### config.mk
export PLATFORM = sky130hd
export DESIGN_NAME = trg_pattern_gen
export DESIGN_NICKNAME = d
export VERILOG_FILES = /design/src/rtl/trg_pattern_gen_pkg.sv /design/src/rtl/trg_pattern_gen_counter.sv /design/src/rtl/trg_pattern_gen.sv
export SDC_FILE = /design/constraint.sdc
export NUM_CORES = 1
export LEC_CHECK = 0
export ABC_AREA = 1
export CAP_MARGIN = 20
export CORE_MARGIN = 2
export CORE_UTILIZATION = 47
export DETAILED_ROUTE_END_ITERATION = 8
export GPL_TIMING_DRIVEN = 0
export HOLD_SLACK_MARGIN = 0.06
export PLACE_DENSITY = 0.65
export SLEW_MARGIN = 20
export SYNTH_ARGS = -nofsm -noshare
export SYNTH_HDL_FRONTEND = slang
export SYNTH_SLANG_ARGS = --single-unit
### constraint.sdc
create_clock -name clk -period 4.8 [get_ports clk]
set_clock_uncertainty 0.2 [all_clocks]
set_input_delay 0.96 -clock clk [delete_from_list [all_inputs] [get_ports clk]]
set_output_delay 0.96 -clock clk [all_outputs]
set_load 0.02 [all_outputs]
### src/rtl/trg_pattern_gen_pkg.sv
// Shared types for the trigger pattern generator.
// Holds the state encoding and the minimum legal period.
package trg_pattern_gen_pkg;

  typedef enum logic {
    IDLE = 1'b0,
    RUN  = 1'b1
  } state_t;

  localparam int MIN_PERIOD = 2;

endpackage

### src/rtl/trg_pattern_gen_counter.sv
// Width-parameterised phase counter with clear and enable.
// Ports: clk, rst (sync, active-low), clr, en -> q.
module trg_pattern_gen_counter #(
  parameter int WIDTH = 16
) (
  input  logic             clk,
  input  logic             rst,
  input  logic             clr,
  input  logic             en,
  output logic [WIDTH-1:0] q
);

  localparam logic [WIDTH-1:0] ONE = WIDTH'(1);

  always_ff @(posedge clk) begin
    if (!rst) begin
      q <= '0;
    end else if (clr) begin
      q <= '0;
    end else if (en) begin
      q <= q + ONE;
    end
  end

endmodule

### src/rtl/trg_pattern_gen.sv
// Programmable periodic trigger generator with burst/stop control.
// Ports: clk, rst, cfg_period/high/burst, start, stop ->
//   trg_out, sync_out, busy, done, pulse_cnt.
module trg_pattern_gen
  import trg_pattern_gen_pkg::*;
#(
  parameter int CNT_WIDTH   = 16,
  parameter int BURST_WIDTH = 8
) (
  input  logic                   clk,
  input  logic                   rst,
  input  logic [CNT_WIDTH-1:0]   cfg_period,
  input  logic [CNT_WIDTH-1:0]   cfg_high,
  input  logic [BURST_WIDTH-1:0] cfg_burst,
  input  logic                   start,
  input  logic                   stop,
  output logic                   trg_out,
  output logic                   sync_out,
  output logic                   busy,
  output logic                   done,
  output logic [BURST_WIDTH-1:0] pulse_cnt
);

  localparam logic [CNT_WIDTH-1:0] ONE =
    CNT_WIDTH'(1);
  localparam logic [CNT_WIDTH-1:0] MIN_P =
    CNT_WIDTH'(MIN_PERIOD);
  localparam logic [BURST_WIDTH-1:0] B_ONE =
    BURST_WIDTH'(1);

  state_t                 state;
  logic [CNT_WIDTH-1:0]   per_l;
  logic [CNT_WIDTH-1:0]   high_l;
  logic [BURST_WIDTH-1:0] burst_l;
  logic                   stop_pend;

  logic [CNT_WIDTH-1:0]   phase;
  logic [CNT_WIDTH-1:0]   phase_nx;
  logic [CNT_WIDTH-1:0]   per_c;
  logic [CNT_WIDTH-1:0]   high_c;
  logic [BURST_WIDTH-1:0] cnt_inc;
  logic                   end_per;
  logic                   fin;
  logic                   ph_clr;
  logic                   ph_en;

  // Clamped config as it would be latched on start.
  always_comb begin
    per_c  = (cfg_period < MIN_P) ? MIN_P : cfg_period;
    high_c = (cfg_high > per_c - ONE) ?
             per_c - ONE : cfg_high;
  end

  always_comb begin
    end_per  = (state == RUN) && (phase == per_l - ONE);
    phase_nx = phase + ONE;
    cnt_inc  = (pulse_cnt == '1) ?
               pulse_cnt : pulse_cnt + B_ONE;
    fin      = ((burst_l != '0) && (cnt_inc == burst_l))
               || stop_pend || stop;
    ph_clr   = (state == IDLE) || end_per;
    ph_en    = (state == RUN);
  end

  trg_pattern_gen_counter #(
    .WIDTH(CNT_WIDTH)
  ) u_phase (
    .clk (clk),
    .rst (rst),
    .clr (ph_clr),
    .en  (ph_en),
    .q   (phase)
  );

  always_ff @(posedge clk) begin
    if (!rst) begin
      state     <= IDLE;
      per_l     <= MIN_P;
      high_l    <= '0;
      burst_l   <= '0;
      stop_pend <= 1'b0;
      trg_out   <= 1'b0;
      sync_out  <= 1'b0;
      busy      <= 1'b0;
      done      <= 1'b0;
      pulse_cnt <= '0;
    end else begin
      done <= 1'b0;
      unique case (state)
        IDLE: begin
          trg_out   <= 1'b0;
          sync_out  <= 1'b0;
          busy      <= 1'b0;
          stop_pend <= 1'b0;
          // Stop has priority over a simultaneous start.
          if (start && !stop) begin
            per_l     <= per_c;
            high_l    <= high_c;
            burst_l   <= cfg_burst;
            pulse_cnt <= '0;
            state     <= RUN;
            busy      <= 1'b1;
            sync_out  <= 1'b1;
            trg_out   <= (high_c != '0);
          end
        end
        RUN: begin
          if (end_per) begin
            pulse_cnt <= cnt_inc;
            if (fin) begin
              state     <= IDLE;
              done      <= 1'b1;
              busy      <= 1'b0;
              trg_out   <= 1'b0;
              sync_out  <= 1'b0;
              stop_pend <= 1'b0;
            end else begin
              sync_out <= 1'b1;
              trg_out  <= (high_l != '0);
            end
          end else begin
            sync_out <= 1'b0;
            trg_out  <= (phase_nx < high_l);
            if (stop) begin
              stop_pend <= 1'b1;
            end
          end
        end
      endcase
    end
  end

endmodule

==> summary.md, run 1 <==
| Metric | Value |
|---|---|
| Status | `complete, no violations` |
| Terminus of the critical flop-to-flop path | `trg_out$_SDFF_PN0_` |
| Antenna violations before repair | `0` |
| Yosys warns | `0` |
| Switch Pwr | `between 0.0004 and 0.0005 W` |
| DR pass1 iterations | `6` |
| Slowest cell on the critical path | `clkdlybuf4s50_1` |
| Reg power frac | `0.415` |
| Leak Pwr | `between 3 and 4 nW` |
| Largest net degree at the start of global routing | `12` |
| Global placer's final weighted congestion | `approximately 0.92` |
| GR Layer Usage met1 | `0.305` |
| Reg2reg path depth | `18` |
| CP most frequent cell | `nand2_1` |
| Flops & latches, synth | `70` |
| # port buffers | `54` |
| Vias after detailed routing | `~5400` |
| FP Rows | `38` |
| CTS H-tree lvls | `3` |
| Total Neg Setup Slack | `0 ns` |
| Total of max-cap violations | `0` |
| Post-DP HPWL | `between 10 and 15 mm` |
| WHS | `around 0.28 ns` |
| Chip height | `roughly 110 um` |
| Nets | `between 900 and 1000` |
| Data required time of the worst path | `around 4.8 ns` |
| GRT Util Overall | `0.248` |
| Clock Path Buffers | `2` |
| Sequential-to-total area share from yosys stat | `0.267` |
| # IOs | `56` |
| Crit Path Category | `in2reg` |
| GRT Residual Overflow | `0` |
| Worst VDD drop | `between 0.1 and 0.15 mV` |
| Dpl ws | `-0.674 ns` |
| Antenna cells | `0` |
| Drt total wl | `14.3 mm` |
| Final Cycle Share | `0.950` |
| Fraction of registers with async set/reset | `0` |
| CP endpoint kind | `flip-flop` |
| Setup violations, final | `0` |
| Clk sinks | `70` |
| Most used routing layer | `met2` |
| Achievable Freq | `~220 MHz` |
| Total CTS buffers | `9` |
| Comb power frac | `0.243` |
| Power share of the clock group | `0.342` |
| Hold Crit Start | `burst_l[6]$_SDFFE_PN0P_` |
| Worst path max stage delay | `about 0.5 ns` |
| Worst path arrival time | `about 4.6 ns` |
| Met3 Use GR | `0.0415` |
| Post-synth EDFFs | `0` |
| Post-DP Area | `~6000 um^2` |
| Slew Limit Fails | `0` |
| Core area | `between 10000 and 15000 um^2` |
| Via density | `5.21` |
| Fin area | `6350 um^2` |
| Worst setup margin | `around 0.24 ns` |
| Clock Tree Root | `clkbuf_8` |
| Reg2reg setup slack | `around 1.5 ns` |
| Worst-margin pin slew | `0.572 ns` |
| RR Startpoint | `u_phase.q[0]$_SDFFE_PP0P_` |
| Predominant post-synthesis flop cell | `dfxtp_1` |
| Final period demand of the worst path | `between 4 and 5 ns` |
| Layout cells sized above 1 | `0.0980` |
| Worst Path Max Fanout | `10` |
| Post-synthesis cell type count | `41` |
| Die area | `around 12000 um^2` |
| CTS tree | `yes` |
| Final hold viol count | `0` |
| Chip width | `110 um` |
| Sw Share | `0.304` |
| Max-slew headroom | `0.615` |
| Initial core utilization | `0.484` |
| Worst min path class | `reg2reg` |
| Worst-Skew Late Latency | `between 0.3 and 0.4 ns` |
| Cell count after synthesis | `between 800 and 900` |
| Mapped Avg Cell Area | `between 6 and 7 um^2` |
| First DRT Iteration DRCs | `around 370` |
| GRT met2 Usage | `0.429` |
| Internal power | `0.00106 W` |
| Syn Std Cell Area | `5240 um^2` |
| # hold bufs at CTS | `0` |
| Layout area overhead | `21.1%` |
| Vias in the first global route | `4941` |
| First-pass GRT wire length | `23.1 mm` |
| Worst Hold End | `burst_l[6]$_SDFFE_PN0P_` |
| WL per Instance | `~14 um` |
| WHS Path Cells | `2` |
| PD cells | `~240 nW/um^2` |
| CP Launch Type | `primary input` |
| Clock transition at path regs | `approximately 0.070 ns` |
| ANT nets after route | `0` |
| Syn Nets | `around 890` |
| # DRC | `0` |
## sequential cells by signal (all words and copies together) (netlist names)
signal and count:
stop_pend 1, high_l 16, busy 1, trg_out 1
burst_l 8, per_l 16, sync_out 1, done 1
ph_en 1, pulse_cnt 8, u_phase.q 16
## timing repair
action | 4_1_cts | 5_1_grt
resized for setup | 11 | 34
endpoints found under the setup margin | 1 | 12
pin swaps | 3 | 9
buffers inserted | 2 | 2
## kinds of logic after synthesis
logic type,Yosys count,synth area share
xor gates and xnor gates,42,0.0728
AOI/OAI and AO/OA,122,0.130
buffers and inverters,147,0.109
and+or+nand+nor,398,0.337
adders and majority gates,35,0.0835
DFF,70,0.267
## metrics by stage
step | util | total power (W) | instances
floorplan | - | 0.000878 | 814
global placement | 0.550 | 0.000990 | 1008
detailed placement | 0.550 | 0.000999 | 1008
CTS | 0.573 | 0.00152 | 1026
global route | 0.586 | 0.00162 | 1028
finish | 0.586 | 0.00153 | 1028
## power by group through the flow
stage	combinational, W	sequential [W]	clock (W)
floorplan	0.000238	0.000640	0
global placement	0.000344	0.000646	0
detailed placement	0.000353	0.000646	0
CTS	0.000358	0.000633	0.000532
global route	0.000417	0.000636	0.000563
finish	0.000370	0.000633	0.000522
## critical path: cells and delay by family
family / cells / cell delay, ns
compound gates: 1 / 0.21
xor+xnor: 1 / 0.18
fa+ha+maj: 2 / 0.52
buf+inv: 3 / 0.75
simple gates: 19 / 1.95
## placed cells by master (no fill, tap or decap), types with 3 or more instances in the layout
cell type        instances
nand2_1                190
inv_1                  112
nand3_1                 70
dfxtp_1                 70
nor2_1                  69
a21oi_1                 48
clkdlybuf4s50_1         43
o21ai_0                 40
ha_1                    34
xor2_1                  26
clkbuf_1                18
nor2_2                  15
xnor2_1                 13
nand4_1                 11
inv_2                   11
o211ai_1                11
clkbuf_8                10
dlymetal6s2s_1          10
a211oi_1                 8
nor2_4                   7
nand2_2                  7
nand2_4                  5
o21ai_1                  5
buf_4                    5
nor3_1                   5
nor4_1                   4
nor3_2                   3
buf_2                    3
nand3b_1                 3
o21ai_2                  3
## synth_stat cells (2+ instances only)
cell,n,share of area
nand2_1,196,0.14
inv_1,113,0.081
nor2_1,81,0.058
dfxtp_1,70,0.27
nand3_1,70,0.067
a21oi_1,49,0.047
o21ai_0,40,0.038
ha_1,35,0.084
xor2_1,28,0.047
clkbuf_1,16,0.011
xnor2_1,13,0.022
nand4_1,11,0.013
o211ai_1,11,0.016
inv_2,10,0.0072
a211oi_1,8,0.011
nor2_2,7,0.0084
o21ai_1,6,0.0057
nand2_2,5,0.0060
nor3_1,5,0.0048
nor4_1,4,0.0048
buf_2,3,0.0029
nand3b_1,3,0.0043
nor2_4,3,0.0064
nor3_2,3,0.0057
a21o_1,2,0.0029
and3_1,2,0.0024
buf_4,2,0.0029
nand3_2,2,0.0038
nor4_2,2,0.0048
o21ai_2,2,0.0033
or2_2,2,0.0024
## worst max-delay path by stage
stage	cells past startpoint	from	slack, ns	endpoint
after floorplan	25	cfg_period[9]	0.77	trg_out$_SDFF_PN0_
after global placement	25	cfg_period[10]	-0.62	trg_out$_SDFF_PN0_
after detailed placement	25	cfg_period[10]	-0.67	trg_out$_SDFF_PN0_
after CTS	26	cfg_period[12]	0.002	trg_out$_SDFF_PN0_
after global routing	27	cfg_period[9]	-0.03	trg_out$_SDFF_PN0_
final	26	cfg_period[9]	0.24	trg_out$_SDFF_PN0_
## final cells by class
type,count,area [um^2]
Clock buffer,12,145
Tap cell,140,175
Sequential cell,70,1400
Fill cell,1061,4490
Clock inverter,4,70.1
Multi-Input combinational cell,597,3390
Buffer,23,109
Inverter,124,465
Timing Repair Buffer,58,594
## routing by layer
layer  vias to the layer above  share of wire  routed length (um)
met2                       120           0.48                6910
met3                        28          0.045                 645
met1                      2440           0.45                6410
met4                         0          0.023                 336
met5                         -              0                   0
li1                       2765              -                   -
No activity file was read; power rests on OpenSTA's default activity.
==> inputs of run 2 (changes only) <==
Settings changed: SLEW_MARGIN 20 to 15.
==> results of run 2 <==
The final DEF is identical to that of run 1; final timing and power are the same.
==> inputs of run 3 (changes only) <==
Settings changed: CORE_ASPECT_RATIO from default to 1.75.
Clock period 4.8 ns to 5.15 ns, I/O delays scaled along.
==> run 3 against run 2 <==
  * Flip-flop and latch count did not move
  * First-iteration DRC count fell by 25%
  * Hold slack got worse by 0.0064 ns
  * Sequential power fell by 6.6%
  * Combinational power fell by 8.9%
  * Via count rose by 1.7%
  * Final area fell by 0.77%
  * Critical path depth did not move
  * Non-clock buffer count fell by 3
  * Clock-buffer cell count rose by 3
  * Die area rose by 0.27%
  * Global-route usage rose by 1.4 points
  * Critical path type unchanged
  * Critical endpoint unchanged
==> summary.md, run 3 (synthesis results as in run 1) <==
| Metric | Value |
|---|---|
| GRT Util Overall | `0.262` |
| Worst min path class | `reg2reg` |
| CP Launch Type | `primary input` |
| Clock Tree Root | `clkbuf_16` |
| Reg2reg path depth | `16` |
| Post-layout util | `0.574` |
| Leak Pwr | `2.93 nW` |
| # DRC | `0` |
| Chip height | `between 100 and 150 um` |
| Sw Share | `0.292` |
| Vias after detailed routing | `about 5400` |
| Worst path arrival time | `between 4 and 5 ns` |
| Layout cells sized above 1 | `0.0803` |
| Worst Path Max Fanout | `10` |
| Worst setup margin | `~0.22 ns` |
| Crit Path Category | `in2reg` |
| Vias in the first global route | `between 5000 and 6000` |
| Final period demand of the worst path | `roughly 4.9 ns` |
| Slowest cell on the critical path | `clkdlybuf4s50_1` |
| Reg2reg setup slack | `around 1.9 ns` |
| Final Cycle Share | `0.957` |
| Status | `complete, no violations` |
| ANT nets after route | `0` |
| CTS tree | `yes` |
| Final Power | `between 0.0015 and 0.002 W` |
| Power share of the clock group | `0.389` |
| Initial core utilization | `0.478` |
| First DRT Iteration DRCs | `280` |
| Die area | `12000 um^2` |
| WL per Instance | `between 15 and 20 um` |
| Commonest cells after routing, fill and taps aside | `195 x nand2_1, 112 x inv_1, 74 x nor2_1` |
| Hold Crit Start | `burst_l[6]$_SDFFE_PN0P_` |
| Dpl ws | `-0.321 ns` |
| Post-Layout Cell Count | `1016` |
| Largest net degree at the start of global routing | `11` |
| # IOs | `56` |
| Via density | `roughly 5.4` |
| RR Startpoint | `u_phase.q[0]$_SDFFE_PP0P_` |
| Dpl cells | `1000` |
| Final hold viol count | `0` |
| Setup violations, final | `0` |
| Core area | `11000 um^2` |
| Worst VDD drop | `0.179 mV` |
| Global placer's final weighted congestion | `around 0.98` |
| # port buffers | `54` |
| Data required time of the worst path | `slightly above 5 ns` |
| Clock Path Buffers | `2` |
| Total Neg Setup Slack | `0 ns` |
| Comb power frac | `0.222` |
| Commonest non-fill, non-tap cell in the layout | `nand2_1` |
| Total of max-cap violations | `0` |
| CP endpoint kind | `flip-flop` |
| DR pass1 iterations | `7` |
| Max-slew headroom | `0.604` |
| CTS H-tree lvls | `3` |
| Worst path max stage delay | `approximately 0.5 ns` |
| PD cells | `roughly 240 nW/um^2` |
| First-pass GRT wire length | `24.8 mm` |
| Worst-margin pin slew | `around 0.6 ns` |
| Switch Pwr | `roughly 0.00044 W` |
| GRT Residual Overflow | `0` |
| Reg power frac | `0.389` |
| Clock transition at path regs | `around 0.050 ns` |
| Drt total wl | `roughly 16 mm` |
| Layout area overhead | `20.2%` |
| Slew Limit Fails | `0` |
| Internal power | `between 0.001 and 0.0015 W` |
| Clk sinks | `70` |
| Antenna cells | `0` |
| WHS Path Cells | `2` |
| Total CTS buffers | `9` |
| Worst Hold End | `burst_l[6]$_SDFFE_PN0P_` |
| CP most frequent cell | `nand2_1` |
| Worst-Skew Late Latency | `approximately 0.33 ns` |
| Chip width | `around 84 um` |
| # hold bufs at CTS | `0` |
| Terminus of the critical flop-to-flop path | `trg_out$_SDFF_PN0_` |
| CP delay by family, top | `simple AND/OR/NAND/NOR gates` |
| Largest registers | `high_l (16), per_l (16), u_phase.q (16)` |
| Buf/Inv on CP | `5` |
| FP Rows | `51` |
| Achievable Freq | `203 MHz` |
| Nets | `around 960` |
| Antenna violations before repair | `0` |
| Post-DP HPWL | `~13 mm` |
## run 3: cell count changes in the layout (fill, tap and decap cells not counted), sizes merged
cell / change
clkinv: -2
dlygate4sd2: -1
bufinv: -2
buf: -3
clkdlybuf4s50: +10
dlymetal6s2s: -9
clkbuf: +3
## run 3: layout make-up
cell class                 count  area, um^2
sequential                    70        1400
buffer                        23         105
fill                        1088        4680
tap                          132         165
clock buffer                  15         288
timing repair buffer          55         551
inverter                     124         465
multi-input combinational    597        3320
## run 3: how the worst max path moves through the flow
stage                  start  slack, ns  cells after the start                  to
2_1_floorplan  cfg_period[9]       1.05                     25  trg_out$_SDFF_PN0_
3_3_place_gp   cfg_period[9]      -0.25                     25  trg_out$_SDFF_PN0_
3_5_place_dp   cfg_period[9]      -0.32                     25  trg_out$_SDFF_PN0_
4_1_cts        cfg_period[9]       0.02                     25  trg_out$_SDFF_PN0_
5_1_grt        cfg_period[9]      -0.02                     26  trg_out$_SDFF_PN0_
6_report       cfg_period[9]       0.22                     26  trg_out$_SDFF_PN0_
## run 3: what timing repair did
item                                    4_1_cts  5_1_grt
buffers inserted                              0        1
endpoints found under the setup margin        0        3
resized for setup                             0       16
## run 3: tightest hold or removal path: stages, from the launching register on
cell and delay [ns]:
dfxtp_1 0.31, inv_1 0.06, a21oi_1 0.05
## run 3: through the flow
step	hold WS [ns]	instance area (um^2)
finish	0.275	6300
global route	0.314	6300
CTS	0.273	6240
detailed placement	0.266	5950
global placement	0.261	5950
floorplan	0.245	5240
## run 3: power groups by stage
stage / combinational (W) / sequential (W) / clock [W]
global placement: 0.000322 / 0.000601 / 0
finish: 0.000337 / 0.000591 / 0.000591
global route: 0.000380 / 0.000594 / 0.000617
floorplan: 0.000222 / 0.000597 / 0
detailed placement: 0.000330 / 0.000602 / 0
CTS: 0.000332 / 0.000591 / 0.000593
## run 3: metal layers
layer	wire length, um	track usage	vias to the layer above
li1	-	-	2759
met4	858	0.172	0
met3	464	0.0281	53
met5	0	0	-
met2	8630	0.513	153
met1	5580	0.253	2480
